`config.mk`:
```
export PLATFORM = sky130hd
export DESIGN_NAME = gpio_dbus_arbiter
export DESIGN_NICKNAME = d
export VERILOG_FILES = /design/src/rtl/gpio_dbus_arbiter.sv
export SDC_FILE = /design/constraint.sdc
export NUM_CORES = 1
export LEC_CHECK = 0
export CAP_MARGIN = 20
export CORE_UTILIZATION = 38
export CTS_CLUSTER_DIAMETER = 40
export DETAILED_ROUTE_END_ITERATION = 10
export DONT_BUFFER_PORTS = 1
export PLACE_DENSITY = 0.51
export SETUP_SLACK_MARGIN = 0.15
export SLEW_MARGIN = 30
export SYNTH_ARGS = -nofsm -noshare
export SYNTH_HDL_FRONTEND = slang
export SYNTH_SLANG_ARGS = --single-unit
```
`constraint.sdc`:
```
create_clock -name clk -period 2.5 [get_ports clk]
set_input_delay 0.25 -clock clk [delete_from_list [all_inputs] [get_ports clk]]
set_output_delay 0.25 -clock clk [all_outputs]
set_load 0.01 [all_outputs]
```
`src/rtl/gpio_dbus_arbiter.sv`:
```
// Round-robin arbiter sharing the GPIO peripheral dbus port between the core (m0)
// and the debug/DMA master (m1), with a watchdog on unanswered transactions.
module gpio_dbus_arbiter #(
  parameter int unsigned TIMEOUT_CYC = 16,
  parameter logic [31:0] ERR_RDATA   = 32'hDEAD_BEEF
) (
  input  logic        clk,
  input  logic        rst_n,

  input  logic        m0_req_i,
  input  logic        m0_w_en_i,
  input  logic [31:0] m0_addr_i,
  input  logic [31:0] m0_w_data_i,
  output logic [31:0] m0_r_data_o,
  output logic        m0_ack_o,

  input  logic        m1_req_i,
  input  logic        m1_w_en_i,
  input  logic [31:0] m1_addr_i,
  input  logic [31:0] m1_w_data_i,
  output logic [31:0] m1_r_data_o,
  output logic        m1_ack_o,

  output logic        per_req_o,
  output logic        per_w_en_o,
  output logic [31:0] per_addr_o,
  output logic [31:0] per_w_data_o,
  input  logic [31:0] per_r_data_i,
  input  logic        per_ack_i,

  output logic        timeout_o,
  output logic        grant_o
);

  localparam int unsigned CNT_W  = 8;
  localparam int unsigned DATA_W = 32;
  localparam logic [CNT_W-1:0] CNT_LAST = CNT_W'(TIMEOUT_CYC - 1);

  typedef enum logic [1:0] {
    IDLE = 2'd0,
    BUSY = 2'd1,
    RESP = 2'd2
  } state_t;

  state_t            state, state_nxt;
  logic              ptr, ptr_nxt;
  logic [CNT_W-1:0]  cnt, cnt_nxt;
  logic              per_req_nxt;
  logic              per_w_en_nxt;
  logic [DATA_W-1:0] per_addr_nxt;
  logic [DATA_W-1:0] per_w_data_nxt;
  logic              m0_ack_nxt, m1_ack_nxt;
  logic [DATA_W-1:0] m0_r_data_nxt, m1_r_data_nxt;
  logic              timeout_nxt;
  logic              grant_nxt;
  logic              elig0, elig1, sel;

  // State register and registered outputs
  always_ff @(posedge clk) begin
    if (!rst_n) begin
      state        <= IDLE;
      ptr          <= 1'b0;
      cnt          <= '0;
      per_req_o    <= 1'b0;
      per_w_en_o   <= 1'b0;
      per_addr_o   <= '0;
      per_w_data_o <= '0;
      m0_ack_o     <= 1'b0;
      m1_ack_o     <= 1'b0;
      m0_r_data_o  <= '0;
      m1_r_data_o  <= '0;
      timeout_o    <= 1'b0;
      grant_o      <= 1'b0;
    end else begin
      state        <= state_nxt;
      ptr          <= ptr_nxt;
      cnt          <= cnt_nxt;
      per_req_o    <= per_req_nxt;
      per_w_en_o   <= per_w_en_nxt;
      per_addr_o   <= per_addr_nxt;
      per_w_data_o <= per_w_data_nxt;
      m0_ack_o     <= m0_ack_nxt;
      m1_ack_o     <= m1_ack_nxt;
      m0_r_data_o  <= m0_r_data_nxt;
      m1_r_data_o  <= m1_r_data_nxt;
      timeout_o    <= timeout_nxt;
      grant_o      <= grant_nxt;
    end
  end

  // Next-state and next-output logic; ack/timeout are single-cycle pulses
  always_comb begin
    state_nxt      = state;
    ptr_nxt        = ptr;
    cnt_nxt        = cnt;
    per_req_nxt    = per_req_o;
    per_w_en_nxt   = per_w_en_o;
    per_addr_nxt   = per_addr_o;
    per_w_data_nxt = per_w_data_o;
    m0_ack_nxt     = 1'b0;
    m1_ack_nxt     = 1'b0;
    m0_r_data_nxt  = m0_r_data_o;
    m1_r_data_nxt  = m1_r_data_o;
    timeout_nxt    = 1'b0;
    grant_nxt      = grant_o;
    elig0          = m0_req_i & ~m0_ack_o;
    elig1          = m1_req_i & ~m1_ack_o;
    sel            = 1'b0;

    case (state)
      IDLE: begin
        if (elig0 | elig1) begin
          sel            = (elig0 & elig1) ? ptr : elig1;
          per_w_en_nxt   = sel ? m1_w_en_i   : m0_w_en_i;
          per_addr_nxt   = sel ? m1_addr_i   : m0_addr_i;
          per_w_data_nxt = sel ? m1_w_data_i : m0_w_data_i;
          per_req_nxt    = 1'b1;
          grant_nxt      = sel;
          cnt_nxt        = '0;
          state_nxt      = BUSY;
        end
      end

      BUSY: begin
        cnt_nxt = cnt + CNT_W'(1);
        // A real ack takes precedence over the watchdog in the limit cycle
        if (per_ack_i || (cnt == CNT_LAST)) begin
          per_req_nxt = 1'b0;
          timeout_nxt = ~per_ack_i;
          state_nxt   = RESP;
          if (grant_o) begin
            m1_ack_nxt    = 1'b1;
            m1_r_data_nxt = per_ack_i ? per_r_data_i : ERR_RDATA;
          end else begin
            m0_ack_nxt    = 1'b1;
            m0_r_data_nxt = per_ack_i ? per_r_data_i : ERR_RDATA;
          end
        end
      end

      RESP: begin
        ptr_nxt   = ~grant_o;
        state_nxt = IDLE;
      end

      default: begin
        state_nxt = IDLE;
      end
    endcase
  end

endmodule

```
==> results.cfg, run 1 <==
[global_routing]
antenna_found_initial = 0
grt_pass1_wl_um = 29630
gr-usage-all-layers_pct = 23.77
grt_pass1_vias = 5840
grt_start_max_net_pins = 137
grt_remaining_overflow = 0

[drt]
vias_per_cell = 5.462
drt_iter0_drc = 322
drt-total-wl_um = 18730
drc = 0
dr.pass1.iters = 5
wl_per_cell_um = 17.72
ant_nets = 0
vias = 5773

[synth]
synth-async-reset-ratio_pct = 0
syn_area_per_cell_um2 = 7.856
synth_seq_cells = 145
synth_top_cell_area_share_pct = 50.75
synth-edff-count = 0
synthCells = 728
syn-num-nets = 896
ys_top_cells_by_count = 191 x nand2_1, 145 x dfxtp_1, 73 x o21ai_0
ys_warn_count = 0
ys_types = 39
yosysSeqAreaShare_pct = 50.75
dominantRegCellSynth = dfxtp_1
synth_area_leaders = dfxtp_1 51%, nand2_1 13%, a31oi_1 7.2%
synth_area_um2 = 5719
yosysMostFrequentCell = nand2_1
yosys.area.top_type = dfxtp_1

[clock_network]
clk_pin_slew_ns = 0.06
cts_tree = done
clockRootBuffer = clkbuf_16
post_cts_buffers = 0
clock-sinks = 145
cts.htree.levels = 4
clock_latency_ns = 0.41
cts_buffers = 17
cts_buffer_depth = 2

[timing]
fmax_ghz = 0.4550
tightest_slew_ns = 0.9149
hold_slack_ns = 0.01190
finalHoldViolCount = 0
rsz0062_at_grt = no
setup_viol = 0
drv_slew = 0
tns_ns = 0
maxSlewHeadroom_pct = 39.01
post-route-min-period_ns = 2.198
timing.final.crit_share_pct = 87.91
clock_skew_ns = 0.005404

[worst_setup_path]
cpMaxStageDelayCell = dlygate4sd3_1
required_ns = 2.86
end_kind = flip-flop
startpoint_type = flip-flop
critical_path.top_delay_family = buffers and inverters
arrival_ns = 2.56
path_max_fanout = 47
cp_cell_sequence = nand2b_1 -> a211oi_4 -> buf_12 -> o21ai_0 -> a31oi_1 -> dlygate4sd3_1
path_class = flip-flop to flip-flop
slowest_delay_ns = 0.56
cp_num_buf_inv = 2

[pwr]
power_density_nw_per_um2 = 761.3
leakage_nw = 3.209
ir_worst_vdd_mv = 0.4676

[floorplan]
row_count = 44
core-area_um2 = 14590
die_w_um = 124.7
die_h_um = 124.7
die_area_um2 = 15550
io_pins = 301
start_util_pct = 39.20

[job]
drv_cap = 0

[place]
place.gp.congestion = 0.7416
dp_hpwl_um = 10840
port_buffers = 0

[final_layout]
antennaDiodeCount = 0
fin_nets = 1030
drive_above_1_share_pct = 5.498
area_growth_pct = 41.61

[status]
status = completed

[min_path]
hold_class = input pin to flip-flop
-- report_power, final --
part / leakage [nW] / total (mW) / internal [mW] / switching (mW)
registers: 1.19 / 2.73 / 2.50 / 0.228
logic: 1.71 / 0.755 / 0.365 / 0.390
clock network: 0.304 / 2.68 / 1.73 / 0.950
total: 3.21 / 6.17 / 4.60 / 1.57
-- through the flow --
stage	std cells	utilization, %	power (mW)	instance area, um^2	worst slack [ns]
CTS	1057	55.43	6.196	8087	0.1788
floorplan	728	-	3.111	5719	0.8433
global route	1057	55.51	6.434	8099	0.1724
global placement	864	39.84	3.206	5812	0.5683
finish	1057	55.51	6.166	8099	0.3022
detailed placement	864	39.84	3.225	5812	0.4904
-- logic make-up (layout without fill, tap and decap cells) --
group,Yosys count,in the layout,synth area share (%)
simple gates,287,287,20.61
fa+ha+maj,1,1,0.2187
flops,145,145,50.75
mux,3,3,0.5251
xor+xnor,1,1,0.1532
compound gates,228,228,22.77
buf+inv,63,208,4.966
-- sequential cells by signal (all words and copies together), names as in the netlist, 2 cells and up --
| register | count |
|---|---|
| per_w_data_o | 32 |
| cnt | 8 |
| m0_r_data_o | 32 |
| state | 2 |
| m1_r_data_o | 32 |
| per_addr_o | 32 |
-- layout by cell type, fill, tap and decap left out, types with 2 or more instances in the layout --
| cell type | count |
|---|---|
| nor2b_1 | 5 |
| mux2i_1 | 3 |
| dfxtp_1 | 145 |
| nor3_1 | 4 |
| o21ai_1 | 11 |
| nor2_1 | 52 |
| nand3_1 | 20 |
| o22ai_1 | 3 |
| a31oi_1 | 66 |
| inv_1 | 4 |
| o21ai_0 | 73 |
| clkbuf_16 | 17 |
| buf_12 | 4 |
| clkinv_2 | 3 |
| nand3b_1 | 2 |
| a21oi_1 | 50 |
| nand2b_1 | 4 |
| nand2_1 | 190 |
| and2_1 | 2 |
| clkinvlp_4 | 2 |
| clkbuf_8 | 3 |
| bufinv_16 | 4 |
| buf_4 | 7 |
| a21boi_0 | 16 |
| dlygate4sd3_1 | 162 |
-- cell type report --
cell class	count	area, um^2
Clock buffer	20	466.7
Clock inverter	10	158.9
Fill cell	1271	6490
Inverter	4	15.01
Multi-Input combinational cell	520	2544
Sequential cell	145	2903
Tap cell	184	230.2
Timing Repair Buffer	174	1782
-- final timing paths --
| kind | from | endpoint | slack, ns | cells after the start |
|---|---|---|---|---|
| worst max-delay path | m0_ack_o | per_w_data_o[9] | 0.30 | 6 |
| worst min-delay path | per_r_data_i[3] | m0_r_data_o[3] | 0.01 | 2 |
| worst max register to register | m0_ack_o | per_w_data_o[9] | 0.30 | 6 |
| worst min register to register | cnt[0] | cnt[0] | 0.49 | 1 |
-- per-layer routing --
layer	vias up	global-route usage, %	share of wire (%)
met3	40	8.033	8.4
met5	-	0	0
met4	0	12.54	3.3
li1	2763	-	-
met1	2697	25.12	38
met2	273	41.57	50
-- repair_timing --
item / in CTS / in global routing
setup endpoints to repair: 0 / 18
gates resized for setup: 0 / 4
hold endpoints to repair: 139 / 0
hold buffers: 163 / 0
No activity file was read; power rests on OpenSTA's default activity.
==> run 2: changes to the inputs <==
--- a/config.mk
+++ b/config.mk
@@ -7,7 +7,7 @@
 export LEC_CHECK = 0
 export CAP_MARGIN = 20
 export CORE_UTILIZATION = 38
-export CTS_CLUSTER_DIAMETER = 40
+export CTS_CLUSTER_DIAMETER = 30
 export DETAILED_ROUTE_END_ITERATION = 10
 export DONT_BUFFER_PORTS = 1
 export PLACE_DENSITY = 0.51
==> results of run 2 <==
The final DEF is identical to that of run 1; final timing and power are the same.
==> run 3: changes to the inputs <==
==> constraint.sdc (replaced) <==
create_clock -name clk -period 2.7 [get_ports clk]
set_input_delay 0.27 -clock clk [delete_from_list [all_inputs] [get_ports clk]]
set_output_delay 0.27 -clock clk [all_outputs]
set_load 0.01 [all_outputs]
==> run 3 against run 2 <==
Cell count is 3.1% lower; critical path depth stayed put; sequential share of layout area is 1.5 points higher; register-to-register slack better by 0.07 ns; sequential power is 7.7% lower; largest cell class unchanged; fmax is 5.5% lower; combinational power is 9.3% lower; power is 7.2% lower.
==> results.cfg, run 3 (same netlist as run 1, synthesis figures left out) <==
[worst_setup_path]
path_class = flip-flop to flip-flop
r2r-start = m0_ack_o
cp-startpoint = m0_ack_o
startpoint_type = flip-flop
r2r_slack_ns = 0.37
path_max_fanout = 41
arrival_ns = 2.68
reg2reg_to = per_addr_o[26]
required_ns = 3.05
rr_worst_depth = 6
end_kind = flip-flop

[drt]
vias_per_cell = 5.413
dr.pass1.iters = 4
ant_nets = 0
vias = 5543
wl_per_cell_um = 17.57
drt_iter0_drc = 256
drt-total-wl_um = 17990
drc = 0

[global_routing]
grt_remaining_overflow = 0
grt_pass1_vias = 5730
grt_start_max_net_pins = 84
grt_pass1_wl_um = 28610
gr-usage-all-layers_pct = 23.15
antenna_found_initial = 0

[floorplan]
die_area_um2 = 15550
io_pins = 301
die_h_um = 124.7
start_util_pct = 39.20
die_w_um = 124.7
row_count = 44
core-area_um2 = 14590

[pwr]
clock_power_share_pct = 43.9
switchingPower_mw = 1.441
leakage_nw = 3.126
combPwrFrac_pct = 12.0
seq_power_share_pct = 44.1
intPower_mw = 4.278
swShare_pct = 25.20
power_density_nw_per_um2 = 735.4
ir_worst_vdd_mv = 0.4263

[clock_network]
cts.htree.levels = 4
clock_latency_ns = 0.42
cts_buffers = 17
cts_tree = done
clk_pin_slew_ns = 0.06
clockRootBuffer = clkbuf_16
clock-sinks = 145
cts_buffer_depth = 2

[place]
numPlacedInstances = 863
dp_hpwl_um = 10940
port_buffers = 0
place.gp.congestion = 0.7723

[timing]
maxSlewHeadroom_pct = 42.57
clock_skew_ns = 0.007718
rsz0062_at_grt = no
tns_ns = 0
post-route-min-period_ns = 2.327
drv_slew = 0
finalHoldViolCount = 0
tightest_slew_ns = 0.8614
setup_viol = 0
timing.final.crit_share_pct = 86.17
fmax_ghz = 0.4298

[final_layout]
drive_above_1_share_pct = 5.833
post-route-util_pct = 53.30
finalNonFillerCells = 1024
final_common_cell = nand2_1
antennaDiodeCount = 0
n_fill_cell = 1315
area_growth_pct = 35.97
layout_common_cells = 190 x nand2_1, 145 x dfxtp_1, 127 x dlygate4sd3_1
fin_nets = 996

[status]
status = completed

[job]
drv_cap = 0

[min_path]
hold_class = input pin to flip-flop
worstHoldPathCells = 2
worstHoldEndpoint = per_w_data_o[1]
min_from = m1_w_data_i[1]
run 3: changes by cell type in the layout (fill, tap and decap cells not counted), sizes merged:
| cell | previous run | this run |
|---|---|---|
| dlygate4sd3 | 162 | 127 |
| buf | 12 | 13 |
| clkbuf | 20 | 21 |
| clkinvlp | 2 | 1 |
| inv | 4 | 5 |
run 3: worst max-delay path: stages, from the launching register on:
cell and delay, ns:
dfxtp_1 0.36, or3b_2 0.51, nand2_4 0.27, buf_12 0.25
nand2_1 0.08, a31oi_1 0.20, dlygate4sd3_1 0.59
run 3: timing repair:
| item | in CTS | in global routing |
|---|---|---|
| gates resized for setup | 0 | 1 |
| hold buffers | 128 | 0 |
| buffers inserted | 0 | 2 |
| endpoints found under the hold margin | 112 | 0 |
| setup endpoints to repair | 0 | 46 |
run 3: how the worst max path moves through the flow:
stage	end
final	per_addr_o[26]
after global routing	per_addr_o[1]
after CTS	per_w_data_o[13]
after detailed placement	m0_r_data_o[2]
after global placement	per_addr_o[12]
after floorplan	m0_r_data_o[10]
run 3: power groups by stage:
stage,sequential (mW),combinational (mW),clock (mW)
2_1_floorplan,2.51,0.369,0
3_3_place_gp,2.57,0.421,0
3_5_place_dp,2.57,0.440,0
4_1_cts,2.52,0.668,2.55
5_1_grt,2.54,0.762,2.64
6_report,2.52,0.685,2.51
run 3: final cells by class:
cell class,count,area (um^2),area share (%)
Multi-Input combinational cell,520,2550,32.79
Tap cell,184,230.2,2.961
Timing Repair Buffer,140,1451,18.66
Clock inverter,10,156.4,2.011
Sequential cell,145,2903,37.33
Inverter,4,15.01,0.1931
Clock buffer,21,470.5,6.050
run 3: metal layers:
layer  vias to the layer above  track usage (%)  routed length, um
li1                       2691                -                  -
met1                      2584            23.84               6983
met2                       227            41.86               9195
met3                        41            7.775               1315
met4                         0            10.91                500
met5                         -                0                  0
run 3: stage by stage:
step	cell area, um^2	setup slack (ns)	hold WS, ns	total power, mW
floorplan	5719	1.043	0.4187	2.881
global placement	5829	0.7028	0.3945	2.988
detailed placement	5831	0.5805	0.3881	3.006
CTS	7756	0.1801	0.00004152	5.740
global route	7776	0.2330	0.001145	5.947
finish	7776	0.3735	0.009813	5.719
==> edit, RTL diff (flow settings as in run 2) <==
`m0_r_data_o` no longer has a reset.
--- a/src/rtl/gpio_dbus_arbiter.sv
+++ b/src/rtl/gpio_dbus_arbiter.sv
@@ -69,3 +69,2 @@
       m1_ack_o     <= 1'b0;
-      m0_r_data_o  <= '0;
       m1_r_data_o  <= '0;
@@ -83,3 +82,2 @@
       m1_ack_o     <= m1_ack_nxt;
-      m0_r_data_o  <= m0_r_data_nxt;
       m1_r_data_o  <= m1_r_data_nxt;
@@ -88,2 +86,6 @@
     end
+  end
+
+  always_ff @(posedge clk) begin
+    m0_r_data_o <= m0_r_data_nxt;
   end
Function: differs if rst_n is asserted again (counterexample within 4 cycles, from zero or initial values and one cycle with rst_n low); with rst_n held inactive, the same outputs for 4 cycles.
==> edit against run 2 <==
  * The run now ends with DRC left
  * Routed wire length shrank 4.2%
  * Sequential cell count is the same
  * Sequential power is 1% higher
  * Non-clock buffer count fell by 41
  * Power decreased by 4.1%
  * Final cell count decreased by 15%
  * Clock power down 12%
  * Final area down 5.0%
  * Worst setup slack got worse by 83 ps
  * Fmax is 3.6% lower
  * First-iteration DRC count is 7.1% higher
  * Synthesized area up 0.90%
  * Critical endpoint is now per_w_en_o
  * Largest cell class unchanged
  * Highest routed layer unchanged
==> edit: results (changes against run 2) <==
=====================================================================
Initial DRC count                                                 345   +7.1%
Max IR drop VDD                                              0.407 mV   -13%
Worst slew margin relative to its limit                         54.8%   +16 points
Met2 track utilization from global routing                      38.8%   -2.7 points
First drt pass iteration count                                      8   +3
Pre-CTS setup slack                                            555 ps   +64.4 ps
Reg2reg end                                                per_w_en_o
Met3 track demand over resource                                 7.10%   -0.93 points
Unique masters post-synth                                          45   +15%
Cell types with the largest area share after synthesis   dfxtp_1 (39%), edfxtp_1 (17%), a21oi_1 (12%), o21ai_0 (6.5%), nand2_1 (5.0%)
Initial antenna violation count                                     1   +1
Share of post-route cells with drive strength above 1           11.4%   +5.9 points
Maximum fanout along the worst path                                67   +43%
Worst setup slack for register-to-register paths               220 ps   -80 ps
Routability cong.                                               0.792   +6.9%
FILL cells                                                       1251   -1.6%
Final-stage net count                                             872   -15%
Via count of the first global-routing pass                       5229   -10%
Violated checks                                                   DRC
Drt drc                                                            34   +34
Worst hold endpoint                                      m0_r_data_o[5]
Min-delay src                                               per_ack_i
Post-detail-place hpwl                                       10500 um   -3.4%
Worst clock skew                                              8.49 ps   +3.08 ps
DR vias/cell                                                     5.70   +4.3%
Seq/Total Area, Yosys                                           55.9%   +5.1 points
Top post-synthesis cells by count                        a21oi_1 (133), dfxtp_1 (113), nand2_1 (77)
Leakage power                                                 2.99 nW   -7.0%
Status                                                   finished, violations left
Area after DPL                                               5870 um2   +1.1%
Average detailed-routed wire length per instance              19.9 um   +12%
=====================================================================
==> edit: timing repair <==
item / 4_1_cts / 5_1_grt
buffers inserted: 0 / 1
hold buffers: 122 / 0
setup endpoints to repair: 0 / 50
endpoints found under the hold margin: 92 / 0
gates resized for setup: 0 / 1
==> edit: metrics by stage <==
step,hold slack (ps),instances,total power (W)
floorplan,384,605,0.00320
finish,28.2,902,0.00591
detailed placement,348,745,0.00332
global route,0.281,902,0.00616
global placement,332,743,0.00329
CTS,7.86,899,0.00591
==> edit: power by group <==
group	switching, W	internal, W	total (W)
registers	0.000201	0.00257	0.00277
logic	0.000398	0.000387	0.000785
clock network	0.000990	0.00137	0.00236
==> edit: layout make-up <==
cell class | instances | area [um2] | share of cell area (%)
flip-flops and latches | 145 | 3220 | 41.9
multi-input cells | 404 | 2290 | 29.8
repair buffers | 133 | 1390 | 18.0
clock buffers | 19 | 433 | 5.63
well taps | 184 | 230 | 2.99
clock inverters | 13 | 116 | 1.51
inverters | 3 | 11.3 | 0.146
diodes | 1 | 2.50 | 0.0325
==> edit: cells by family after synthesis <==
logic type / after synthesis / share of synthesized area (%)
muxes: 1 / 0.173
DFF: 145 / 55.9
AOI/OAI and AO/OA: 258 / 26.4
buffers and inverters: 56 / 4.90
adders and majority gates: 1 / 0.217
and+or+nand+nor: 144 / 12.4
==> edit: critical path, cell delays in order (launching register included) <==
cell	delay (ps)
dfxtp_1	350
nand2b_4	200
a211oi_4	250
buf_6	390
o21ai_0	190
a21oi_1	200
dlygate4sd3_1	570
==> edit: how the worst max path moves through the flow <==
stage	end	slack (ps)	cells past startpoint	startpoint
CTS	per_addr_o[31]	230	6	m0_ack_o
detailed placement	m1_r_data_o[13]	550	4	state[0]
global route	per_w_en_o	160	6	m0_ack_o
finish	per_w_en_o	220	6	m0_ack_o
floorplan	m0_r_data_o[0]	270	5	cnt[0]
global placement	per_w_data_o[20]	390	5	m0_ack_o
==> edit: metal layers <==
layer,share of wire [%],vias to the layer above
li1,-,2362
met1,38,2453
met2,50,277
met3,8.4,48
met4,3.8,0
met5,0,-
